==> src/rtl/minesweeper_play_if.sv <==
`default_nettype none
// ============================================================================
// Module   : minesweeper_play_if
// Purpose  : Bundles the gameplay core's buttons, screen state and mine map
//            (into the core) with the cursor, revealed map and end status
//            (out of the core).
// Ports    : none; the signals are listed below.
//   button_i       5   button code (one-hot or NONE)
//   screen_state_i 3   current screen from the top-level FSM
//   map_i          W*H mine map, 1 = mine
//   x_pos_o        cursor column
//   y_pos_o        cursor row
//   play_end       2   00 playing, 01 lost, 10 won
//   map_shown_o    W*H revealed map, 1 = revealed
// Modports : master drives the inputs of the core, slave is the core itself.
// Revision : 1.0 - initial release
// ============================================================================
interface minesweeper_play_if #(
  parameter int MAP_HEIGHT = 8,
  parameter int MAP_WIDTH  = 8
);
  localparam int CELLS = MAP_HEIGHT * MAP_WIDTH;
  localparam int XW    = $clog2(MAP_WIDTH);
  localparam int YW    = $clog2(MAP_HEIGHT);

  logic [4:0]       button_i;
  logic [2:0]       screen_state_i;
  logic [CELLS-1:0] map_i;
  logic [XW-1:0]    x_pos_o;
  logic [YW-1:0]    y_pos_o;
  logic [1:0]       play_end;
  logic [CELLS-1:0] map_shown_o;

  modport master (
    output button_i, screen_state_i, map_i,
    input  x_pos_o, y_pos_o, play_end, map_shown_o
  );

  modport slave (
    input  button_i, screen_state_i, map_i,
    output x_pos_o, y_pos_o, play_end, map_shown_o
  );
endinterface
`default_nettype wire

==> src/rtl/minesweeper_play.sv <==
`default_nettype none
// ============================================================================
// Module   : minesweeper_play
// Purpose  : Gameplay core of an 8x8 MineSweeper round. Owns the cursor, the
//            revealed-cell map and the win/lose status. Cell (x,y) is bit
//            y*MAP_WIDTH+x of every map vector.
// Ports    :
//   clk  in   system clock, all state on rising edge
//   rst  in   synchronous active-high reset
//   bus  slave modport of minesweeper_play_if (buttons, screen state, mine
//        map in; cursor, end status, revealed map out)
// Revision : 1.0 - initial release
// ============================================================================
module minesweeper_play #(
  parameter int MAP_HEIGHT = 8,
  parameter int MAP_WIDTH  = 8
) (
  input  logic              clk,
  input  logic              rst,
  minesweeper_play_if.slave bus
);
  localparam int CELLS = MAP_HEIGHT * MAP_WIDTH;
  localparam int IW    = $clog2(CELLS);
  localparam int XW    = $clog2(MAP_WIDTH);
  localparam int YW    = $clog2(MAP_HEIGHT);

  localparam logic [XW-1:0] X_MAX = XW'(MAP_WIDTH - 1);
  localparam logic [YW-1:0] Y_MAX = YW'(MAP_HEIGHT - 1);

  localparam logic [4:0] BTN_NONE  = 5'b00000;
  localparam logic [4:0] BTN_UP    = 5'b00001;
  localparam logic [4:0] BTN_DOWN  = 5'b00010;
  localparam logic [4:0] BTN_LEFT  = 5'b00100;
  localparam logic [4:0] BTN_RIGHT = 5'b01000;
  localparam logic [4:0] BTN_MID   = 5'b10000;

  localparam logic [2:0] SCR_START = 3'd0;
  localparam logic [2:0] SCR_PLAY  = 3'd1;

  localparam logic [1:0] END_PLAYING = 2'b00;
  localparam logic [1:0] END_LOST    = 2'b01;
  localparam logic [1:0] END_WON     = 2'b10;

  // Registered state
  logic [XW-1:0]    x_pos;
  logic [YW-1:0]    y_pos;
  logic [1:0]       end_state;
  logic [CELLS-1:0] shown;
  logic [4:0]       prev_button;

  // Next-state values
  logic [XW-1:0]    x_nxt;
  logic [YW-1:0]    y_nxt;
  logic [1:0]       end_nxt;
  logic [CELLS-1:0] shown_nxt;

  logic             btn_valid;
  logic             btn_fire;
  logic [IW-1:0]    cur_idx;
  logic [CELLS-1:0] cur_mask;
  logic [CELLS-1:0] expand;
  logic             nb_mine;
  logic [CELLS-1:0] nb_mask;
  logic             lose;

  // Only the five legal codes count; multi-hot and unused codes are dropped.
  always_comb begin
    btn_valid = 1'b0;
    case (bus.button_i)
      BTN_UP, BTN_DOWN, BTN_LEFT, BTN_RIGHT, BTN_MID: btn_valid = 1'b1;
      default:                                       btn_valid = 1'b0;
    endcase
  end

  // Rising edge from idle: one action per press, however long it is held.
  assign btn_fire = btn_valid && (prev_button == BTN_NONE);

  assign cur_idx = IW'(y_pos) * IW'(MAP_WIDTH) + IW'(x_pos);

  always_comb begin
    cur_mask          = '0;
    cur_mask[cur_idx] = 1'b1;
  end

  // Flood step: a revealed cell that is safe and has no mined neighbour
  // uncovers all of its in-map neighbours. Applied once per cycle, so the
  // revealed region grows by one ring per clock.
  always_comb begin
    expand  = '0;
    nb_mine = 1'b0;
    nb_mask = '0;
    for (int y = 0; y < MAP_HEIGHT; y++) begin
      for (int x = 0; x < MAP_WIDTH; x++) begin
        nb_mine = 1'b0;
        nb_mask = '0;
        for (int dy = -1; dy <= 1; dy++) begin
          for (int dx = -1; dx <= 1; dx++) begin
            if ((dx != 0 || dy != 0) &&
                (y + dy >= 0) && (y + dy < MAP_HEIGHT) &&
                (x + dx >= 0) && (x + dx < MAP_WIDTH)) begin
              nb_mine = nb_mine | bus.map_i[IW'((y + dy) * MAP_WIDTH + x + dx)];
              nb_mask[IW'((y + dy) * MAP_WIDTH + x + dx)] = 1'b1;
            end
          end
        end
        if (shown[IW'(y * MAP_WIDTH + x)] && !bus.map_i[IW'(y * MAP_WIDTH + x)] && !nb_mine)
          expand = expand | nb_mask;
      end
    end
  end

  // Play update while the round is live.
  always_comb begin
    x_nxt     = x_pos;
    y_nxt     = y_pos;
    end_nxt   = end_state;
    shown_nxt = shown;
    lose      = 1'b0;
    if (end_state == END_PLAYING) begin
      shown_nxt = shown | expand;
      if (btn_fire) begin
        case (bus.button_i)
          BTN_UP:    if (y_pos != '0)   y_nxt = y_pos - YW'(1);
          BTN_DOWN:  if (y_pos != Y_MAX) y_nxt = y_pos + YW'(1);
          BTN_LEFT:  if (x_pos != '0)   x_nxt = x_pos - XW'(1);
          BTN_RIGHT: if (x_pos != X_MAX) x_nxt = x_pos + XW'(1);
          BTN_MID: begin
            if (!shown[cur_idx]) begin
              if (bus.map_i[cur_idx]) begin
                // Stepping on a mine exposes every mine on the board.
                lose      = 1'b1;
                shown_nxt = shown_nxt | bus.map_i | cur_mask;
              end else begin
                shown_nxt = shown_nxt | cur_mask;
              end
            end
          end
          default: ;
        endcase
      end
      // Win looks at the current registered map, so it lands one cycle after
      // the last safe cell appears; a simultaneous lose wins the tie.
      if (lose)
        end_nxt = END_LOST;
      else if ((~bus.map_i & ~shown) == '0)
        end_nxt = END_WON;
    end
  end

  always_ff @(posedge clk) begin
    if (rst || bus.screen_state_i == SCR_START) begin
      x_pos       <= '0;
      y_pos       <= '0;
      end_state   <= END_PLAYING;
      shown       <= '0;
      prev_button <= BTN_NONE;
    end else if (bus.screen_state_i == SCR_PLAY) begin
      x_pos       <= x_nxt;
      y_pos       <= y_nxt;
      end_state   <= end_nxt;
      shown       <= shown_nxt;
      prev_button <= bus.button_i;
    end
    // Any other screen holds every register.
  end

  assign bus.x_pos_o     = x_pos;
  assign bus.y_pos_o     = y_pos;
  assign bus.play_end    = end_state;
  assign bus.map_shown_o = shown;
endmodule
`default_nettype wire

==> src/flat_wrapper.sv <==
// flat-port wrapper written by rule: the top's interface ports become plain ports
module minesweeper_play_flat 
#(
  parameter int MAP_HEIGHT = 8,
  parameter int MAP_WIDTH  = 8
)
  (clk, rst, bus_button_i, bus_screen_state_i, bus_map_i, bus_x_pos_o, bus_y_pos_o, bus_play_end, bus_map_shown_o);
  minesweeper_play_if #(.MAP_HEIGHT(MAP_HEIGHT), .MAP_WIDTH(MAP_WIDTH)) bus_i ();
  input  logic clk;
  input  logic rst;
  input wire logic [$bits(bus_i.button_i)-1:0] bus_button_i;
  input wire logic [$bits(bus_i.screen_state_i)-1:0] bus_screen_state_i;
  input wire logic [$bits(bus_i.map_i)-1:0] bus_map_i;
  output wire logic [$bits(bus_i.x_pos_o)-1:0] bus_x_pos_o;
  output wire logic [$bits(bus_i.y_pos_o)-1:0] bus_y_pos_o;
  output wire logic [$bits(bus_i.play_end)-1:0] bus_play_end;
  output wire logic [$bits(bus_i.map_shown_o)-1:0] bus_map_shown_o;
  assign bus_i.button_i = bus_button_i;
  assign bus_i.screen_state_i = bus_screen_state_i;
  assign bus_i.map_i = bus_map_i;
  assign bus_x_pos_o = bus_i.x_pos_o;
  assign bus_y_pos_o = bus_i.y_pos_o;
  assign bus_play_end = bus_i.play_end;
  assign bus_map_shown_o = bus_i.map_shown_o;
  minesweeper_play #(.MAP_HEIGHT(MAP_HEIGHT), .MAP_WIDTH(MAP_WIDTH)) u_core (.clk(clk), .rst(rst), .bus(bus_i));
endmodule
==> config.mk <==
export PLATFORM = sky130hd
export DESIGN_NAME = minesweeper_play_flat
export DESIGN_NICKNAME = d
export VERILOG_FILES = /design/src/rtl/minesweeper_play_if.sv /design/src/rtl/minesweeper_play.sv /design/src/flat_wrapper.sv
export SDC_FILE = /design/constraint.sdc
export NUM_CORES = 1
export LEC_CHECK = 0
export ABC_AREA = 1
export CORE_MARGIN = 3
export CORE_UTILIZATION = 47
export DETAILED_ROUTE_END_ITERATION = 16
export PLACE_DENSITY = 0.78
export SLEW_MARGIN = 20
export SYNTH_ARGS = -nofsm -noshare
export SYNTH_HDL_FRONTEND = slang
export SYNTH_SLANG_ARGS = --single-unit
==> constraint.sdc <==
create_clock -name clk -period 1.9 [get_ports clk]
set_input_delay 0.38 -clock clk [delete_from_list [all_inputs] [get_ports clk]]
set_output_delay 0.38 -clock clk [all_outputs]
set_load 0.01 [all_outputs]
==> summary.md, run 1 <==
| Metric | Value |
|---|---|
| Fraction of layout cells with a size suffix above 1 | 24.63% |
| IO Port Bufs | 145 |
| Commonest non-fill, non-tap cell in the layout | nand2_1 |
| Global-route wire length before repair | 49040 um |
| Post-Synthesis Cell Area | 0.006583 sq mm |
| Die area | 0.01546 sq mm |
| Sw frac | 39.23% |
| CTS hold repair buffers | 0 |
| Vias | 9743 |
| Syn Inst Count | 1153 |
| Synth unique cells | 48 |
| Detailed Place HPWL | 25510 um |
| Max-cap violations | 0 |
| Worst Setup Slack, final | -420.3 ps |
| Synth Area per Inst | 5.709 sq um |
| Seq pwr share | 25.5% |
| Outcome | complete, but fails checks |
| Commonest non-fill, non-tap cells in the layout | nand2_1 (414), buf_4 (245), clkdlybuf4s50_1 (144) |
| Tmin final | 2320 ps |
| Post-synthesis mux area share | 0% |
| Relative slew margins | 26.45% |
| CP required | 2110 ps |
| Final GP Congestion | 1.036 |
| Fillers | 1015 |
| Int Power | 4091 uW |
| Worst Tran Pin Value | 1099 ps |
| Clk buf depth | 2 |
| Largest family of logic cells by synthesized area | simple AND/OR/NAND/NOR gates |
| RSZ-0062 raised after global routing | yes |
| Area Overhead vs Synth | 62.76% |
| Post-route ant nets | 0 |
| Switching Power | 2640 uW |
| FF+latch count, synth | 77 |
| Synth Area in Compound Gates | 17.28% |
| Antenna violations before repair | 0 |
| Site Rows | 42 |
| Slew Viols, Final | 0 |
| DRT iter0 DRCs | 1702 |
| WL/cell | 19.39 um |
| Antenna diodes | 0 |
| GRT Overall Usage | 39.98% |
| Min-delay worst type | primary input to flip-flop |
| Pin count of the biggest net entering global routing | 43 |
| Pre-antenna DRT Iters | 8 |
| Peak fanout along the critical path | 20 |
| Clock Power Share | 28.8% |
| Die width | 124.3 um |
| GR Overflow Total | 0 |
| Logic pwr share | 45.7% |
| Sink Count | 77 |
| Post-synthesis sequential area ratio | 23.42% |
| XOR/XNOR share of the synthesized area | 0.2661% |
| Synth Area in Simple Gates | 45.75% |
| Die Y | 124.3 um |
| Adder-cell share of the synthesized area | 0.6082% |
| CTS root buffer | clkbuf_16 |
| Period utilisation layout | 122.1% |
| Critical Path AT | 2530 ps |
| Crit. End Element | flip-flop |
| Routed vias/inst | 5.694 |
| Clock latency at the later pin of the worst-skew pair | 350 ps |
| Hold Vio Cnt, Final | 0 |
| Core footprint | 0.01345 sq mm |
| Highest clock rate | 0.4310 GHz |
| Layout Nets | 1606 |
| Mapped Nets | 1229 |
| Ports | 146 |
| Worst-path clk slew | 70 ps |
| Number of remaining DRC errors | 0 |
| Pwr dens | 628.3 mW/mm^2 |
| Violated checks | negative setup slack |
| CTS H-tree lvls | 3 |
| Clock Skews | 12.52 ps |
| WL final | 33180 um |
| Hold WS | 454.6 ps |
| TritonCTS clock tree | done |
| Number of global-route vias before repair | 8763 |
| CTS buffer count | 9 |
| Ys Warns | 0 |
| Final setup viols | 69 |
| Leak | 0.005054 uW |
| Initial Utilization | 48.93% |
| Startpoint Class | flip-flop |
| Dpl ws | -697.5 ps |
| Maximum VDD drop | 0.0004404 V |
| Worst setup path category | flip-flop to flip-flop |
==> what timing repair did <==
| action | 4_1_cts | 5_1_grt |
|---|---|---|
| resized for setup | 21 | 65 |
| setup buffers | 0 | 3 |
| setup endpoints to repair | 70 | 73 |
| gates cloned | 1 | 4 |
| pin swaps | 3 | 11 |
==> cell usage after synthesis, drive strengths merged <==
| master | count | share of area [%] |
|---|---|---|
| a211oi | 1 | 0.11 |
| a21oi | 92 | 7.5 |
| a31oi | 3 | 0.29 |
| and2 | 1 | 0.095 |
| and3 | 3 | 0.29 |
| buf | 33 | 4.3 |
| clkbuf | 15 | 0.86 |
| dfxtp | 77 | 23 |
| fa | 2 | 0.61 |
| inv | 132 | 7.6 |
| nand2 | 441 | 25 |
| nand3 | 59 | 5.3 |
| nand3b | 1 | 0.11 |
| nand4 | 26 | 2.6 |
| nor2 | 123 | 7.7 |
| nor3 | 30 | 2.9 |
| nor3b | 1 | 0.11 |
| nor4 | 9 | 0.86 |
| o2111ai | 2 | 0.27 |
| o211ai | 23 | 2.8 |
| o21a | 7 | 0.80 |
| o21ai | 51 | 4.0 |
| o21bai | 1 | 0.11 |
| o221ai | 6 | 0.80 |
| o22ai | 3 | 0.29 |
| o31ai | 3 | 0.34 |
| or2 | 5 | 0.48 |
| or3 | 1 | 0.095 |
| xor2 | 2 | 0.27 |
==> worst max-delay path, cell delays in order, from the launching register on <==
cell and delay, ps:
dfxtp_4 420, buf_12 160, clkbuf_16 160, o211ai_1 230
nand4_1 260, nand2_1 190, nand2_2 80, nor2_4 110
nand2_4 110, buf_12 190, nand2_1 70, nand2_1 50
nand2_1 60, a21oi_1 70
==> power by group through the flow <==
stage / Combinational (uW) / Clock (uW) / Sequential [uW]
6_report: 3070 / 1940 / 1720
5_1_grt: 3230 / 1980 / 1720
4_1_cts: 2760 / 1920 / 1710
3_5_place_dp: 2590 / 0 / 1740
3_3_place_gp: 2570 / 0 / 1740
2_1_floorplan: 1390 / 0 / 1740
==> through the flow <==
| step | TNS (ps) | power (uW) | cells | area, sq um | util [%] |
|---|---|---|---|---|---|
| 2_1_floorplan | -218.0 | 3135 | 1153 | 6616 | - |
| 3_3_place_gp | -34450 | 4304 | 1687 | 10010 | 74.41 |
| 3_5_place_dp | -42570 | 4335 | 1687 | 10010 | 74.41 |
| 4_1_cts | -19160 | 6392 | 1704 | 10420 | 77.42 |
| 5_1_grt | -32870 | 6928 | 1711 | 10710 | 79.64 |
| 6_report | -24830 | 6731 | 1711 | 10710 | 79.64 |
==> registers in the layout (all words and copies together), names as in the netlist <==
register and flops:
u_core.bus.map_shown_o 64, u_core.prev_button 5, u_core.bus.x_pos_o 3, u_core.bus.y_pos_o 3, u_core.bus.play_end 2
==> cell families after synthesis <==
| group | count (synthesis) |
|---|---|
| and+or+nand+nor | 700 |
| AOI/OAI and AO/OA | 192 |
| buffers and inverters | 180 |
| DFF | 77 |
| xor gates and xnor gates | 2 |
| adders and majority gates | 2 |
==> cell type report <==
cell class / count / area [sq um] / share of cell area (%)
Multi-Input combinational cell: 896 / 4403 / 41.10
Timing Repair Buffer: 414 / 3711 / 34.64
Sequential cell: 77 / 1554 / 14.50
Inverter: 132 / 503.0 / 4.695
Clock buffer: 10 / 229.0 / 2.137
Tap cell: 176 / 220.2 / 2.055
Clock inverter: 6 / 93.84 / 0.8759
==> routing by layer <==
layer | vias up | part of all wire (%) | track usage [%]
li1 | 4489 | - | -
met1 | 4323 | 39 | 56.54
met2 | 790 | 42 | 60.59
met3 | 141 | 14 | 6.432
met4 | 0 | 4.6 | 16.05
met5 | - | 0 | 0
==> final timing paths <==
check | slack, ps | depth (start not counted) | end | startpoint
max | -420 | 13 | u_core.bus.map_shown_o[25] | u_core.bus.x_pos_o[0]
min | 450 | 3 | u_core.prev_button[1] | bus_button_i[1]
max reg2reg | -420 | 13 | u_core.bus.map_shown_o[25] | u_core.bus.x_pos_o[0]
min reg2reg | 470 | 2 | u_core.prev_button[3] | u_core.prev_button[3]
No activity file was read; power rests on OpenSTA's default activity.
==> run 2: changes to the inputs <==
- clock period: 1.9 -> 1.95 ns (I/O delays scaled with it)
==> run 2 against run 1 <==
Net effect:
- the flow still finishes with violations (negative setup slack)
- critical path depth increased by 1
- highest routed layer unchanged
- critical path type unchanged
- die area unchanged
- core utilization increased by 5.6 points
- critical endpoint is now u_core.bus.map_shown_o[12]
- routed wire length increased by 12%
- fmax decreased by 6.6%
- setup slack got worse by 110 ps
- hold slack got worse by 41 ps
- combinational power increased by 21%
- largest cell class unchanged
==> summary.md, run 2 (synthesis gave the netlist of run 1 again) <==
| Metric | Value |
|---|---|
| Layout Nets | 1614 |
| Tmin final | 2484 ps |
| Vias | 10430 |
| Pin count of the biggest net entering global routing | 45 |
| Logic pwr share | 51.8% |
| Die Y | 124.3 um |
| Critical Path AT | 2710 ps |
| Core footprint | 0.01345 sq mm |
| WL/cell | 21.63 um |
| DRT iter0 DRCs | 1639 |
| Number of global-route vias before repair | 9164 |
| Sw frac | 40.11% |
| Antenna violations before repair | 0 |
| Antenna diodes | 0 |
| Fillers | 824 |
| Violated checks | negative setup slack |
| Startpoint Class | flip-flop |
| Hold Vio Cnt, Final | 0 |
| Pwr dens | 625.6 mW/mm^2 |
| Routed vias/inst | 6.072 |
| Site Rows | 42 |
| Clk buf depth | 2 |
| Slew Viols, Final | 0 |
| CTS root buffer | clkbuf_16 |
| Relative slew margins | 50.45% |
| TritonCTS clock tree | done |
| GR Overflow Total | 0 |
| Commonest non-fill, non-tap cell in the layout | nand2_1 |
| Worst setup path category | flip-flop to flip-flop |
| Clock Power Share | 25.0% |
| Global-route wire length before repair | 49930 um |
| Worst-path clk slew | 70 ps |
| Max-cap violations | 0 |
| Peak fanout along the critical path | 18 |
| Die area | 0.01546 sq mm |
| Final GP Congestion | 1.038 |
| Clock latency at the later pin of the worst-skew pair | 350 ps |
| Number of remaining DRC errors | 0 |
| Leak | 0.005342 uW |
| Initial Utilization | 48.93% |
| Worst Tran Pin Value | 743.2 ps |
| CTS buffer count | 9 |
| CTS H-tree lvls | 3 |
| Setup TNS | -31250 ps |
| Period utilisation layout | 127.4% |
| RSZ-0062 raised after global routing | yes |
| Post-route ant nets | 0 |
| Int Power | 4294 uW |
| Max reg flops | 64 |
| Clock Skews | 13.40 ps |
| Ports | 146 |
| Detailed Place HPWL | 24560 um |
| Switching Power | 2876 uW |
| Outcome | complete, but fails checks |
| WL final | 37150 um |
| Commonest non-fill, non-tap cells in the layout | nand2_1 (368), buf_4 (226), clkdlybuf4s50_1 (139) |
| Worst Setup Slack, final | -534.3 ps |
| Seq pwr share | 23.2% |
| Area Overhead vs Synth | 74.11% |
| Core Util, Final | 85.19% |
| Crit. End Element | flip-flop |
| Maximum VDD drop | 0.0004524 V |
| Fraction of layout cells with a size suffix above 1 | 31.19% |
| Final setup viols | 66 |
| GRT Overall Usage | 40.91% |
| Die width | 124.3 um |
| Sink Count | 77 |
| R2r setup slk | -530 ps |
| Pre-antenna DRT Iters | 7 |
| CP required | 2170 ps |
| IO Port Bufs | 145 |
| Min-delay worst type | primary input to flip-flop |
| Highest clock rate | 0.4025 GHz |
-- run 2: changes by cell type in the layout (fill, tap and decap cells not counted), moves of 8 or more --
cell	change
nand2_2	+35
a21oi_1	-35
buf_12	+9
buf_8	+8
nand2_1	-46
nand2_4	+9
a21oi_2	+35
buf_4	-19
-- run 2: cell type report --
cell class	count	area (sq um)	share of cell area, %
Timing Repair Buffer	422	4080	35.60
Sequential cell	77	1553	13.55
Inverter	132	514.2	4.487
Clock inverter	3	45.04	0.3930
Tap cell	176	220.2	1.921
Multi-Input combinational cell	896	4792	41.81
Clock buffer	12	256.5	2.238
-- run 2: routing by layer --
layer	share of wire, %	track usage [%]	vias to the layer above
li1	-	-	4493
met1	36	53.89	4673
met2	42	60.72	1023
met3	15	11.62	242
met4	7.6	21.15	0
met5	0	0	-
-- run 2: repair_timing --
item	4_1_cts	5_1_grt
cloned	6	5
pin swaps	5	70
hold buffers	0	0
resized for setup	62	167
setup buffers	13	21
setup endpoints to repair	69	70
hold endpoints to repair	0	0
-- run 2: final timing paths --
kind,endpoint,from,depth (start not counted)
max,u_core.bus.map_shown_o[12],u_core.bus.x_pos_o[0],14
min,u_core.prev_button[1],bus_button_i[1],3
max reg2reg,u_core.bus.map_shown_o[12],u_core.bus.x_pos_o[0],14
min reg2reg,u_core.prev_button[1],u_core.prev_button[1],2
-- run 2: critical path, stage by stage (launching register included) --
cell and delay [ps]:
dfxtp_4 410, buf_12 150, buf_16 150, o211ai_1 360
nand4_1 220, nand2_1 150, nand2_1 110, nor2_4 150
nand2_8 120, buf_6 150, buf_12 130, nand2_2 70
nand2_2 60, nand2_2 70, a21oi_2 50
-- run 2: through the flow --
| step | setup WS (ps) | area (sq um) | total power [uW] | std cells | hold WS [ps] |
|---|---|---|---|---|---|
| CTS | -327.3 | 10630 | 6394 | 1693 | 450.1 |
| detailed placement | -521.2 | 9851 | 4218 | 1661 | 440.4 |
| finish | -534.3 | 11460 | 7171 | 1718 | 414.0 |
| global route | -588.1 | 11460 | 7333 | 1718 | 455.7 |
| floorplan | 4.970 | 6593 | 3039 | 1153 | 419.8 |
| global placement | -433.3 | 9851 | 4195 | 1661 | 428.5 |
-- run 2: power by group through the flow --
stage               clock (uW)  combinational, uW  sequential [uW]
detailed placement           0               2540             1680
finish                    1790               3720             1660
floorplan                    0               1350             1690
global route              1830               3830             1670
CTS                       1750               2980             1660
global placement             0               2510             1680
